### src/rtl/plot_sink_if.sv
// plot_sink_if
// Bundles the pixel-write stream from the draw manager, the clear command,
// the status flags and the framebuffer write port of plot_sink.
//   plot/x/y/colour : pixel write request (x 0..159, y 0..119, {R,G,B})
//   clear           : start a full-screen clear sweep
//   mem_wait        : framebuffer busy, hold off new writes
//   ready/busy      : can accept a plot / clear sweep in progress
//   overflow        : sticky, plot seen while not ready
//   range_err       : sticky, accepted plot was off-screen
//   mem_addr/mem_data/mem_we : framebuffer write port (one-cycle strobe)
// Modports: master = upstream/test driver, slave = plot_sink.
interface plot_sink_if;
   logic        plot;
   logic [7:0]  x;
   logic [6:0]  y;
   logic [2:0]  colour;
   logic        clear;
   logic        mem_wait;
   logic        ready;
   logic        busy;
   logic        overflow;
   logic        range_err;
   logic [14:0] mem_addr;
   logic [2:0]  mem_data;
   logic        mem_we;

   modport master (
      output plot, x, y, colour, clear, mem_wait,
      input  ready, busy, overflow, range_err, mem_addr, mem_data, mem_we
   );

   modport slave (
      input  plot, x, y, colour, clear, mem_wait,
      output ready, busy, overflow, range_err, mem_addr, mem_data, mem_we
   );
endinterface

### src/rtl/plot_sink.sv
// plot_sink
// Pixel-write receiver for the 160x120 3-bit display. Plots are converted to
// a linear address y*160+x at push time, buffered in a small FIFO and retired
// as single-cycle writes to the framebuffer. A clear command flushes the FIFO
// and sweeps every address 0..19199 with CLEAR_COLOUR.
// Ports:
//   clk50  : 50 MHz system clock
//   resetn : asynchronous active-low reset
//   bus    : plot_sink_if.slave (pixel stream, clear, flags, memory port)
// Parameters:
//   FIFO_DEPTH   : buffered plot entries (power of two, >= 2)
//   CLEAR_COLOUR : colour written by the clear sweep
module plot_sink #(
   parameter int         FIFO_DEPTH   = 4,
   parameter logic [2:0] CLEAR_COLOUR = 3'b001
) (
   input  logic         clk50,
   input  logic         resetn,
   plot_sink_if.slave   bus
);

   localparam int          PTR_W     = $clog2(FIFO_DEPTH);
   localparam int          CNT_W     = PTR_W + 1;
   localparam logic [14:0] LAST_ADDR = 15'd19199;

   typedef enum logic {RUN, CLEAR} state_t;

   state_t             state_reg;
   logic [PTR_W-1:0]   wr_ptr_reg;
   logic [PTR_W-1:0]   rd_ptr_reg;
   logic [CNT_W-1:0]   count_reg;
   logic [14:0]        sweep_reg;
   logic               busy_reg;
   logic               overflow_reg;
   logic               range_err_reg;
   logic [14:0]        mem_addr_reg;
   logic [2:0]         mem_data_reg;
   logic               mem_we_reg;

   // FIFO storage; no reset so it maps onto distributed/block RAM
   logic [14:0]        addr_mem   [FIFO_DEPTH];
   logic [2:0]         colour_mem [FIFO_DEPTH];

   logic               ready_int;
   logic               in_range;
   logic               push;
   logic               pop;
   logic [14:0]        push_addr;

   assign ready_int = (state_reg == RUN) && (count_reg < CNT_W'(FIFO_DEPTH));
   assign in_range  = (bus.x < 8'd160) && (bus.y < 7'd120);

   // y*160 = y*128 + y*32, done with shifts in 15 bits
   assign push_addr = ({8'd0, bus.y} << 7) + ({8'd0, bus.y} << 5) + {7'd0, bus.x};

   // A clear in RUN wins over both push and pop: everything pending is dropped
   assign push = bus.plot && ready_int && in_range && !bus.clear;
   assign pop  = (state_reg == RUN) && (count_reg != '0) && !bus.mem_wait && !bus.clear;

   always_ff @(posedge clk50) begin
      if (push) begin
         addr_mem[wr_ptr_reg]   <= push_addr;
         colour_mem[wr_ptr_reg] <= bus.colour;
      end
   end

   always_ff @(posedge clk50 or negedge resetn) begin
      if (!resetn) begin
         state_reg     <= RUN;
         wr_ptr_reg    <= '0;
         rd_ptr_reg    <= '0;
         count_reg     <= '0;
         sweep_reg     <= '0;
         busy_reg      <= 1'b0;
         overflow_reg  <= 1'b0;
         range_err_reg <= 1'b0;
         mem_addr_reg  <= '0;
         mem_data_reg  <= '0;
         mem_we_reg    <= 1'b0;
      end else begin
         mem_we_reg <= 1'b0;

         if (bus.plot && !ready_int)
            overflow_reg <= 1'b1;
         if (bus.plot && ready_int && !in_range)
            range_err_reg <= 1'b1;

         case (state_reg)
            RUN: begin
               if (bus.clear) begin
                  state_reg  <= CLEAR;
                  wr_ptr_reg <= '0;
                  rd_ptr_reg <= '0;
                  count_reg  <= '0;
                  sweep_reg  <= '0;
                  busy_reg   <= 1'b1;
               end else begin
                  if (push)
                     wr_ptr_reg <= wr_ptr_reg + PTR_W'(1);
                  if (pop) begin
                     rd_ptr_reg   <= rd_ptr_reg + PTR_W'(1);
                     mem_addr_reg <= addr_mem[rd_ptr_reg];
                     mem_data_reg <= colour_mem[rd_ptr_reg];
                     mem_we_reg   <= 1'b1;
                  end
                  case ({push, pop})
                     2'b10:   count_reg <= count_reg + CNT_W'(1);
                     2'b01:   count_reg <= count_reg - CNT_W'(1);
                     default: count_reg <= count_reg;
                  endcase
               end
            end
            CLEAR: begin
               if (bus.clear) begin
                  // Re-issued clear restarts the sweep from the top
                  sweep_reg <= '0;
               end else if (!bus.mem_wait) begin
                  mem_addr_reg <= sweep_reg;
                  mem_data_reg <= CLEAR_COLOUR;
                  mem_we_reg   <= 1'b1;
                  if (sweep_reg == LAST_ADDR) begin
                     state_reg <= RUN;
                     busy_reg  <= 1'b0;
                     sweep_reg <= '0;
                  end else begin
                     sweep_reg <= sweep_reg + 15'd1;
                  end
               end
            end
            default: state_reg <= RUN;
         endcase
      end
   end

   assign bus.ready     = ready_int;
   assign bus.busy      = busy_reg;
   assign bus.overflow  = overflow_reg;
   assign bus.range_err = range_err_reg;
   assign bus.mem_addr  = mem_addr_reg;
   assign bus.mem_data  = mem_data_reg;
   assign bus.mem_we    = mem_we_reg;

endmodule

### src/flat_wrapper.sv
// flat-port wrapper written by rule: the top's interface ports become plain ports
module plot_sink_flat 
#(
   parameter int         FIFO_DEPTH   = 4,
   parameter logic [2:0] CLEAR_COLOUR = 3'b001
)
  (clk50, resetn, bus_plot, bus_x, bus_y, bus_colour, bus_clear, bus_mem_wait, bus_ready, bus_busy, bus_overflow, bus_range_err, bus_mem_addr, bus_mem_data, bus_mem_we);
  plot_sink_if bus_i ();
  input  logic clk50;
  input  logic resetn;
  input wire logic [$bits(bus_i.plot)-1:0] bus_plot;
  input wire logic [$bits(bus_i.x)-1:0] bus_x;
  input wire logic [$bits(bus_i.y)-1:0] bus_y;
  input wire logic [$bits(bus_i.colour)-1:0] bus_colour;
  input wire logic [$bits(bus_i.clear)-1:0] bus_clear;
  input wire logic [$bits(bus_i.mem_wait)-1:0] bus_mem_wait;
  output wire logic [$bits(bus_i.ready)-1:0] bus_ready;
  output wire logic [$bits(bus_i.busy)-1:0] bus_busy;
  output wire logic [$bits(bus_i.overflow)-1:0] bus_overflow;
  output wire logic [$bits(bus_i.range_err)-1:0] bus_range_err;
  output wire logic [$bits(bus_i.mem_addr)-1:0] bus_mem_addr;
  output wire logic [$bits(bus_i.mem_data)-1:0] bus_mem_data;
  output wire logic [$bits(bus_i.mem_we)-1:0] bus_mem_we;
  assign bus_i.plot = bus_plot;
  assign bus_i.x = bus_x;
  assign bus_i.y = bus_y;
  assign bus_i.colour = bus_colour;
  assign bus_i.clear = bus_clear;
  assign bus_i.mem_wait = bus_mem_wait;
  assign bus_ready = bus_i.ready;
  assign bus_busy = bus_i.busy;
  assign bus_overflow = bus_i.overflow;
  assign bus_range_err = bus_i.range_err;
  assign bus_mem_addr = bus_i.mem_addr;
  assign bus_mem_data = bus_i.mem_data;
  assign bus_mem_we = bus_i.mem_we;
  plot_sink #(.FIFO_DEPTH(FIFO_DEPTH), .CLEAR_COLOUR(CLEAR_COLOUR)) u_core (.clk50(clk50), .resetn(resetn), .bus(bus_i));
endmodule
### config.mk
export PLATFORM = sky130hd
export DESIGN_NAME = plot_sink_flat
export DESIGN_NICKNAME = d
export VERILOG_FILES = /design/src/rtl/plot_sink_if.sv /design/src/rtl/plot_sink.sv /design/src/flat_wrapper.sv
export SDC_FILE = /design/constraint.sdc
export NUM_CORES = 1
export LEC_CHECK = 0
export BUFFER_PORTS_ARGS = -buffer_cell sky130_fd_sc_hd__buf_2
export CORE_MARGIN = 1
export CORE_UTILIZATION = 50
export CTS_CLUSTER_SIZE = 40
export DETAILED_ROUTE_END_ITERATION = 7
export PLACE_DENSITY = 0.69
export SYNTH_ARGS = -nofsm -noshare
export SYNTH_HDL_FRONTEND = slang
export SYNTH_SLANG_ARGS = --single-unit
### constraint.sdc
create_clock -name clk50 -period 3 [get_ports clk50]
set_input_delay 0.9 -clock clk50 [delete_from_list [all_inputs] [get_ports clk50]]
set_output_delay 0.9 -clock clk50 [all_outputs]
set_load 0.02 [all_outputs]
== Word level (Yosys, flattened, before mapping) ==
Memories as Yosys holds them, arrays and structs flattened.
Index checks and enable logic that the tools add are counted.
Word-level totals
  bits in registers: 45
  memory bits (writable): 72
  output and inout port bits: 23
  input bits: 23
  memories kept: 2
Operators by class
  $lt $le $gt $ge: 3
  mux-type cells: 38
  bitwise logic cells: 1
  add/subtract/negate cells: 7
  equality and inequality tests: 10
  reduce and logical (&&, ||, !) cells: 24
Memories
  u_core.addr_mem: depth 4, bits a word 15, rd ports 1, clocked after memory_dff 0, write ports 1, RTL line plot_sink.sv:41  | logic [14:0] addr_mem [FIFO_DEPTH];
  u_core.colour_mem: depth 4, bits a word 3, rd ports 1, clocked after memory_dff 0, write ports 1, RTL line plot_sink.sv:42  | logic [2:0] colour_mem [FIFO_DEPTH];
Operators with widths (count)
  15-bit two-way mux: 8
  15-bit one-hot mux with 2 select lines: 2
  14-bit by 12-bit adder with 15-bit output: 1
  15-bit by 1-bit adder with 15-bit output (second input constant): 1
  15-bit by 8-bit adder with 15-bit output: 1
  15-bit equality test (second input constant): 1
  3-bit two-way mux: 5
  1-bit two-way mux: 14
  3-bit one-hot mux with 2 select lines: 2
  1-bit logical AND: 10
  2-bit != test (second input constant): 5
  8-bit less-than comparator (second input constant): 1
  2-bit two-way mux: 4
  2-bit AND reduction: 4
  4-bit AND reduction: 2
  7-bit less-than comparator (second input constant): 1
  1-bit one-hot mux with 2 select lines: 3
  3-bit nonzero test: 2
  2-bit by 1-bit adder with 2-bit output (second input constant): 2
  1-bit logical NOT: 4
  2-bit nonzero test: 2
  3-bit by 1-bit adder with 3-bit output (second input constant): 1
  3-bit less-than comparator (second input constant): 1
  3-bit != test (second input constant): 1
  5 further kinds: 5

== Logic depth before layout (Yosys ltp) ==
Gate-level depths: netlist of the first run.
  depth in word-level cells: 8
  gate-level depth with buffers: 9

== Worst setup path after synthesis of the first run ==
OpenSTA, ideal clock, no wires.
  kind: input port to flip-flop
  start point: input port bus_y[0]
  end point: memory u_core.addr_mem[0][11], data pin
  path slack: 202 ps
  cell stages on the path: 9
  data required time: 2728 ps
  data arrival time: 2526 ps
  cell sequence: inv_1 fa_1 inv_1 ha_1 a211oi_1 nor2_1 o21a_1 nor2_1 xnor2_1
Between the ends
  word-level cells in the longest chain between the ends: 2
Ends and longest elaborated chain
  from (decl): RTL line flat_wrapper.sv:13  | input wire logic [$bits(bus_i.y)-1:0] bus_y;
  14-bit by 12-bit adder with 15-bit output: RTL line plot_sink.sv:54  | assign push_addr = ({8'd0, bus.y} << 7) + ({8'd0, bus.y} << 5) + {7'd0, bus.x};
  15-bit by 8-bit adder with 15-bit output: RTL line plot_sink.sv:54
  named net u_core.push_addr[11]: RTL line plot_sink.sv:48  | logic [14:0] push_addr;
  to (decl): RTL line plot_sink.sv:41
The timed path passes the listed nets, and every way through them passes these cells.

== Worst setup path after layout of the first run ==
  start point: input port bus_y[0]
  end point: memory u_core.addr_mem[2][11], data pin
The elaborated chain is that of the path after synthesis.

==> results.ini, run 1 <==
[clocking]
cts_buffers=17
clkSinkCount=117
cts.repair.resized=0
cts_buffer_depth=2
cts_tree=yes
path_clk_slew_ps=60
cts_setup_buffers=0
cts_hold_buf=0
htreeDepth=4
cts_root_buffer=clkbuf_8
clock_latency_ps=500

[placement]
gpl.final_weighted_congestion=0.853
port_buffers=45
dpl.hpwl_mm=6.62
dp_worst_setup_slack_ps=-95.5

[logic_synthesis]
synth.most_common_cell=edfxtp_1
async_flop_share=0.385
ys_seq_elements=117
synth_top_cells_by_count=edfxtp_1 (72), dfrtp_1 (45), nor2_1 (36), a21oi_1 (20)
synthCells=367
yosys.area.top_type=edfxtp_1
synth_area_leaders=edfxtp_1 (41%), dfrtp_1 (21%), mux4_2 (7.7%)
yosys.cell_types.count=49
synth_edf_count=72
ys.flop_type=edfxtp_1
yosysWarningCount=0
seq_area_frac_synth=0.626
syn_area_um2=5260
syn_area_per_cell_um2=14.3
yosysTopAreaCellShare=0.411
syn-num-nets=411

[die]
io_pins=46
num_rows=37
die_area_um2=10900
start_util=0.511
core_um2=10300
die_height_um=105
die_w_um=105

[worst_setup_path]
cp_cell_sequence=buf_2 -> inv_1 -> fa_1 -> inv_1 -> ha_1 -> a211oi_1 -> nor2_1 -> o21a_1 -> nor2_1 -> xnor2_1
startpoint=bus_y[0]
cp_top_family=adder cells
worstSetupPathType=in -> reg
r2r_start=u_core.state_reg
cp-end-kind=register
crit_cells=10
crit_fanout=4
slowest_delay_ps=580
slowest_stage=fa_1
crit_required_ps=3300
worst-path-buf-inv=3
cp-start-kind=primary input
arrival_ps=2870
r2r_cells=7

[power_and_ir_drop]
p_leak_nw=2.55
p_total_w=0.00409
ir_worst_vdd_mv=0.371
p_per_area_nw_per_um2=645

[global_route]
antenna_found_initial=0
grt_pass1_wl_mm=16.2
grt_overflow=0
grt_max_degree=34
grt_pass1_vias=3254
track_usage=0.201

[status]
run_status=finished, final reports clean

[route]
first_pass_iters=4
ant_nets=0
vias=3181
dr.first_iter.drc_count=168
viasPerCell=5.46
wl_per_cell_um=17.0
finalWirelength_mm=9.89
post-route-drc-count=0

[layout]
drive_gt1_frac=0.253
largest_reg_flops=60
antenna_cells=0
post-route-util=0.616
fillers=807
syn_to_final_growth_pct=20.5
layout.nets=478

[sta]
fmax_mhz=388
setup_viol=0
maxSlewHeadroom=0.388
period_share=0.858
worst_slack_ps=425
setup-tns-final_ps=0
holdWs_ps=194
fin_skew_ps=5.02
hold_viol=0
drv_slew=0
max_slew.worst_pin.slew_ps=918
fin_crit_ps=2570
rsz0062_at_grt=false

[min_path]
worstHoldPathType=in -> async

[run]
max-cap-violations=0

[cell usage in the layout (no fill, tap or decap), types with 4 or more instances in the layout]
cell type	n
nand4_1	6
nand2_1	13
edfxtp_1	72
nand2b_1	5
dfrtp_1	45
clkinvlp_4	4
o21ai_0	12
nand3_1	11
xnor2_1	7
ha_1	18
clkbuf_16	16
xor2_1	11
buf_2	45
buf_12	4
buf_4	11
inv_1	13
mux2i_1	16
mux4_2	18
a21oi_1	20
and2_1	6
nor2_1	36
[worst reg2reg max path: cells and delay by family (launching register included)]
kind                     cells  cell delay (ps)
AO/OA/AOI/OAI                2              190
adder cells (fa/ha/maj)      1              380
flip-flops                   1              500
AND/OR/NAND/NOR              4              860
[per-layer routing]
layer / GRT usage / wire length [um]
met1: 0.260 / 4420
met2: 0.322 / 4990
met3: 0.0589 / 370
met4: 0.0745 / 110
met5: 0 / 0
[power breakdown]
group | internal (W) | switching (W)
registers | 0.00177 | 0.0000202
clock network | 0.00126 | 0.000690
logic | 0.000143 | 0.000201
[stage by stage]
step | area (um2) | instances
6_report | 6330 | 583
5_1_grt | 6330 | 583
4_1_cts | 6330 | 583
3_5_place_dp | 5750 | 551
3_3_place_gp | 5750 | 551
2_1_floorplan | 5260 | 367
[worst paths after layout]
path,end,slack [ps]
worst max register to register,u_core.count_reg[2],1000
worst min register to register,u_core.bus.range_err,460
worst max-delay path,u_core.addr_mem[2][11],430
max in group asynchronous,u_core.sweep_reg[8],2330
worst min-delay path,u_core.bus.mem_addr[12],190
min in group clk50,u_core.bus.range_err,460
[area by class of cell]
type | instances | area [um2] | area share
well taps | 136 | 170 | 0.0269
repair buffers | 60 | 388 | 0.0612
flip-flops and latches | 117 | 3290 | 0.519
multi-input cells | 225 | 1860 | 0.293
clock inverters | 13 | 159 | 0.0251
inverters | 13 | 48.8 | 0.00770
clock buffers | 19 | 422 | 0.0666
[logic make-up after synthesis]
| group | share of synthesized area |
|---|---|
| buf+inv | 0.0207 |
| flops | 0.626 |
| mux | 0.110 |
| xor+xnor | 0.0300 |
| fa+ha+maj | 0.0543 |
| compound gates | 0.0643 |
| simple gates | 0.0952 |
Power figures use the tool's default switching activity.
==> run 2, diff against run 1 <==
==> constraint.sdc (replaced) <==
create_clock -name clk50 -period 3 [get_ports clk50]
set_input_delay 0.6 -clock clk50 [delete_from_list [all_inputs] [get_ports clk50]]
set_output_delay 0.6 -clock clk50 [all_outputs]
set_load 0.02 [all_outputs]
==> run 2 against run 1 <==
Power fell by 2.5%. Via count up 0.16%. Core utilization shrank 1.3 points. Critical path depth shrank 1. Sequential power hardly changed. Sequential share of layout area up 1.1 points. Maximum frequency rose by 14%. Flip-flop and latch count stayed put. Count of clock-buffer cells in the layout shrank 1. Clock skew rose by 2.0 ps.
==> results.ini, run 2 (synthesized netlist as in run 1, its figures left out) <==
[status]
run_status=finished, final reports clean

[placement]
dpl.hpwl_mm=6.29  ; -5.0%
port_buffers=45  ; unchanged
gpl.final_weighted_congestion=0.851  ; -0.29%

[power_and_ir_drop]
pwr-share-clk=0.465  ; -0.012
p_per_area_nw_per_um2=642  ; -0.51%
power.internal_w=0.00308  ; -3.1%
ir_worst_vdd_mv=0.354  ; -4.7%
comb_power_share=0.084  ; about the same
p_switching_w=0.000906  ; -0.66%
seqPwrFrac=0.450  ; +0.011
power.share.switching=0.227  ; +0.00428
p_leak_nw=2.50  ; -1.8%
p_total_w=0.00398  ; -2.5%

[global_route]
antenna_found_initial=0  ; unchanged
grt_overflow=0  ; unchanged
grt_pass1_wl_mm=15.5  ; -4.0%
grt_max_degree=46  ; +35%
grt_pass1_vias=3101  ; -4.7%
track_usage=0.193  ; -0.00770

[clocking]
cts_root_buffer=clkbuf_8
cts_buffers=17  ; unchanged
clock_latency_ps=510  ; about the same
cts_buffer_depth=2  ; unchanged
cts.repair.resized=0  ; unchanged
cts_tree=yes
htreeDepth=4  ; unchanged
cts_hold_buf=0  ; unchanged
cts_setup_buffers=0  ; unchanged
path_clk_slew_ps=50  ; about the same
clkSinkCount=117  ; unchanged

[layout]
layout_commonest_cell=edfxtp_1
seqCellArea_um2=3290  ; unchanged
layout_common_cells=edfxtp_1 (72), buf_2 (45), dfrtp_1 (45)
fillers=808  ; +0.12%
largest_reg_flops=60  ; unchanged
drive_gt1_frac=0.243  ; -0.00961
multi_input_area_um2=1860  ; unchanged
layout.nets=471  ; -1.5%
antenna_cells=0  ; unchanged
syn_to_final_growth_pct=18.1

[worst_setup_path]
r2r_start=u_core.sweep_reg[0]
cp_cell_sequence=buf_2 -> inv_1 -> fa_1 -> fa_1 -> nor2b_1 -> o21ai_0 -> nand2b_1 -> a211oi_1 -> o21ai_0
startpoint=bus_y[0]
worstSetupPathType=in -> reg
cp-start-kind=primary input
slowest_delay_ps=520  ; -60 ps
crit_fanout=4  ; unchanged
slowest_stage=fa_1
crit_required_ps=3270  ; -30 ps
arrival_ps=2520  ; -350 ps
cp-end-kind=register

[min_path]
worstHoldPathType=in -> async

[route]
wl_per_cell_um=16.5  ; -2.9%
post-route-drc-count=0  ; unchanged
vias=3186  ; +0.16%
finalWirelength_mm=9.49  ; -4.1%
dr.first_iter.drc_count=137  ; -18%
first_pass_iters=4  ; unchanged
ant_nets=0  ; unchanged
viasPerCell=5.53  ; +1.4%

[sta]
max_slew.worst_pin.slew_ps=982  ; +63.6 ps
rsz0062_at_grt=false
setup-tns-final_ps=0  ; unchanged
drv_slew=0  ; unchanged
setup_viol=0  ; unchanged
fmax_mhz=445  ; +14%
period_share=0.750  ; -0.108
hold_viol=0  ; unchanged
fin_skew_ps=7.04  ; +2.02 ps
maxSlewHeadroom=0.345  ; -0.0424
fin_crit_ps=2250  ; -325 ps

[run]
max-cap-violations=0  ; unchanged

[die]
core_um2=10300  ; unchanged
die_height_um=105  ; unchanged
start_util=0.511  ; unchanged
die_area_um2=10900  ; unchanged
die_w_um=105  ; unchanged
io_pins=46  ; unchanged
num_rows=37  ; unchanged

==> run 2: critical path: cells and delay by family <==
| kind | cells | cell delay, ps |
|---|---|---|
| buffers and inverters | 2 | 140 |
| AO/OA/AOI/OAI | 3 | 540 |
| adder cells (fa/ha/maj) | 2 | 990 |
| AND/OR/NAND/NOR | 2 | 260 |
==> run 2: routing by layer <==
metal / share of wire / track usage / vias up / wire length [um]
met3: 0.039 / 0.0489 / 11 / 368
met4: 0.015 / 0.101 / 0 / 143
met2: 0.49 / 0.304 / 69 / 4670
met1: 0.45 / 0.248 / 1601 / 4310
li1: - / - / 1505 / -
met5: 0 / 0 / - / 0
==> run 2: final cells by class <==
type                    count  area share
inverters                  13     0.00786
clock inverters            14      0.0220
repair buffers             53      0.0460
multi-input cells         225       0.299
flip-flops and latches    117       0.530
clock buffers              18      0.0674
well taps                 136      0.0274
==> run 2: per-stage QoR <==
stage	worst slack [ps]	cell area, um2	std cells	hold slack [ps]	utilization
2_1_floorplan	502	5260	367	304	-
3_3_place_gp	312	5650	544	446	0.550
3_5_place_dp	214	5650	544	450	0.550
4_1_cts	761	6200	576	270	0.604
5_1_grt	603	6200	576	281	0.604
6_report	751	6200	576	253	0.604
==> run 2: path summary, 6_finish.rpt <==
path | endpoint | slack, ps | cells after the start
max | u_core.addr_mem[0][14] | 750 | 9
min | u_core.bus.mem_addr[12] | 250 | 1
max reg2reg | u_core.sweep_reg[2] | 790 | 6
min reg2reg | u_core.bus.range_err | 460 | 1
max in group asynchronous | u_core.sweep_reg[2] | 2140 | 1
min in group clk50 | u_core.colour_mem[3][0] | 300 | 1
==> run 2: power by group through the flow <==
| stage | Combinational [W] | Sequential (W) | Clock, W |
|---|---|---|---|
| finish | 0.000335 | 0.00179 | 0.00185 |
| global placement | 0.000329 | 0.00182 | 0 |
| floorplan | 0.000192 | 0.00186 | 0 |
| detailed placement | 0.000338 | 0.00183 | 0 |
| CTS | 0.000340 | 0.00179 | 0.00189 |
| global route | 0.000374 | 0.00180 | 0.00197 |
==> run 3, diff against run 2 <==
--- a/config.mk
+++ b/config.mk
@@ -10,7 +10,7 @@
 export CORE_UTILIZATION = 50
 export CTS_CLUSTER_SIZE = 40
 export DETAILED_ROUTE_END_ITERATION = 7
-export PLACE_DENSITY = 0.69
+export PLACE_DENSITY = 0.71
 export SYNTH_ARGS = -nofsm -noshare
 export SYNTH_HDL_FRONTEND = slang
 export SYNTH_SLANG_ARGS = --single-unit
==> constraint.sdc (replaced) <==
create_clock -name clk50 -period 2 [get_ports clk50]
set_input_delay 0.4 -clock clk50 [delete_from_list [all_inputs] [get_ports clk50]]
set_output_delay 0.4 -clock clk50 [all_outputs]
set_load 0.02 [all_outputs]
==> run 3 against run 2 <==
First-iteration DRC count is 25% higher. Power is 56% higher. Die area stayed put. Via count is 3.0% higher. Global-route usage is 1.7 points higher. Largest cell class unchanged. Critical path type is now reg -> reg. Worst setup slack worse by 680 ps. Largest power group unchanged. Clock power is 58% higher. Flip-flop and latch count stayed put. Critical path depth is 2 lower. Critical endpoint is now u_core.count_reg[2]. Final cell count is 4.3% higher.
==> results.ini, run 3 (synthesized netlist as in run 1, its figures left out) <==
[global_route]
grt_overflow=0  ; unchanged
track_usage=0.211  ; +0.0173
grt_max_degree=38  ; -17%
antenna_found_initial=0  ; unchanged
grt_pass1_vias=3464  ; +12%
grt_pass1_wl_mm=17.2  ; +10%

[worst_setup_path]
crit_required_ps=2430  ; -840 ps
r2r_end=u_core.count_reg[2]
worstSetupPathType=reg -> reg
arrival_ps=2350  ; -170 ps
cp-start-kind=register
r2r_cells=7  ; +1
crit_fanout=4  ; unchanged
r2r_slack_ps=70  ; -720 ps
cp-end-kind=register
r2r_start=u_core.count_reg[1]

[power_and_ir_drop]
pwr-share-clk=0.470  ; +0.005
seqPwrFrac=0.433  ; -0.017
power.internal_w=0.00480  ; +56%
p_leak_nw=2.66  ; +6.1%
p_switching_w=0.00141  ; +55%
comb_power_share=0.097  ; +0.013
power.share.switching=0.227  ; -0.000820
p_total_w=0.00621  ; +56%
ir_worst_vdd_mv=0.444  ; +26%
p_per_area_nw_per_um2=944  ; +47%

[layout]
multi_input_area_um2=1930  ; +3.8%
layout.nets=497  ; +5.5%
final_cell_area_um2=6580  ; +6.0%
syn_to_final_growth_pct=25.2
layout_commonest_cell=edfxtp_1
layout_common_cells=edfxtp_1 (72), buf_2 (45), dfrtp_1 (45)
post-route-util=0.640  ; +0.0364
antenna_cells=0  ; unchanged
largest_reg_flops=60  ; unchanged
seqCellArea_um2=3290  ; unchanged
drive_gt1_frac=0.320  ; +0.0772
fillers=760  ; -5.9%

[route]
ant_nets=0  ; unchanged
dr.first_iter.drc_count=171  ; +25%
first_pass_iters=4  ; unchanged
finalWirelength_mm=10.3  ; +8.3%
vias=3280  ; +3.0%
wl_per_cell_um=17.1  ; +3.8%
post-route-drc-count=0  ; unchanged
viasPerCell=5.46  ; -1.3%

[status]
run_status=finished, final reports clean

[die]
die_area_um2=10900  ; unchanged
core_um2=10300  ; unchanged
num_rows=37  ; unchanged
start_util=0.511  ; unchanged
die_w_um=105  ; unchanged
die_height_um=105  ; unchanged
io_pins=46  ; unchanged

[sta]
max_slew.worst_pin.slew_ps=572  ; -410 ps
rsz0062_at_grt=false
period_share=0.964
hold_viol=0  ; unchanged
setup_viol=0  ; unchanged
fin_skew_ps=5.05  ; -1.99 ps
fmax_mhz=519
fin_crit_ps=1930
drv_slew=0  ; unchanged
holdWs_ps=95.8  ; -157 ps
maxSlewHeadroom=0.619  ; +0.273
setup-tns-final_ps=0  ; unchanged

[placement]
gpl.final_weighted_congestion=0.883  ; +3.8%
port_buffers=45  ; unchanged
dpl.hpwl_mm=7.01  ; +12%
placed_cell_area_um2=5980  ; +5.8%

[clocking]
cts_tree=yes
cts_root_buffer=clkbuf_8
cts_buffer_depth=2  ; unchanged
clock_latency_ps=510  ; about the same
htreeDepth=4  ; unchanged
cts_buffers=17  ; unchanged
cts_setup_buffers=0  ; unchanged
path_clk_slew_ps=60  ; about the same
clkSinkCount=117  ; unchanged

[min_path]
worstHoldPathType=in -> reg
hold_path_depth=1
hp-start=bus_colour[1]
min_to=u_core.colour_mem[3][1]

[run]
max-cap-violations=0  ; unchanged

-- run 3: changes by cell type in the layout (fill, tap and decap cells not counted), moves of 3 or more --
cell and delta:
buf_4 +19, buf_12 +6, and2_1 -4, and2_2 +4, ha_1 -3, inv_1 -3
-- run 3: critical path: stages, from the launching register on --
cell      delay, ps
dfrtp_1         430
nor3_2          260
nor3_2           70
and3_1          200
fa_1            390
and4b_1         260
a221oi_1         50
o21ai_0         180
-- run 3: through the flow --
stage               std cells  setup WS (ps)
floorplan                 367           -154
global placement          569           -391
detailed placement        569           -439
CTS                       601           23.7
global route              601           5.21
finish                    601           72.5
-- run 3: power groups by stage --
stage | Combinational (W) | Clock, W | Sequential [W]
floorplan | 0.000312 | 0 | 0.00279
global placement | 0.000572 | 0 | 0.00274
detailed placement | 0.000596 | 0 | 0.00274
CTS | 0.000605 | 0.00296 | 0.00269
global route | 0.000667 | 0.00308 | 0.00270
finish | 0.000602 | 0.00292 | 0.00269
-- run 3: worst max path at each step --
stage	start	cells past startpoint	slack (ps)	endpoint
after floorplan	bus_x[7]	9	-150	u_core.addr_mem[0][11]
after global placement	bus_x[7]	10	-390	u_core.addr_mem[0][11]
after detailed placement	bus_x[7]	9	-440	u_core.addr_mem[3][13]
after CTS	u_core.count_reg[1]	7	20	u_core.count_reg[2]
after global routing	u_core.count_reg[1]	7	5	u_core.count_reg[2]
final	u_core.count_reg[1]	7	70	u_core.count_reg[2]
-- run 3: what timing repair did --
item,in CTS,in global routing
hold buffers,1,0
setup endpoints to repair,0,16
resized for setup,0,3
hold endpoints to repair,22,0
-- run 3: area by class of cell --
cell class,instances,area share
clock buffer,17,0.0630
clock inverter,14,0.0247
inverter,13,0.00856
multi-input combinational,225,0.293
sequential,117,0.500
tap,136,0.0259
timing repair buffer,79,0.0848
-- run 3: routing by layer --
metal,vias up,part of all wire,global-route usage
met5,-,0,0
met2,73,0.49,0.340
met3,23,0.039,0.0589
li1,1556,-,-
met4,0,0.023,0.0918
met1,1628,0.44,0.266
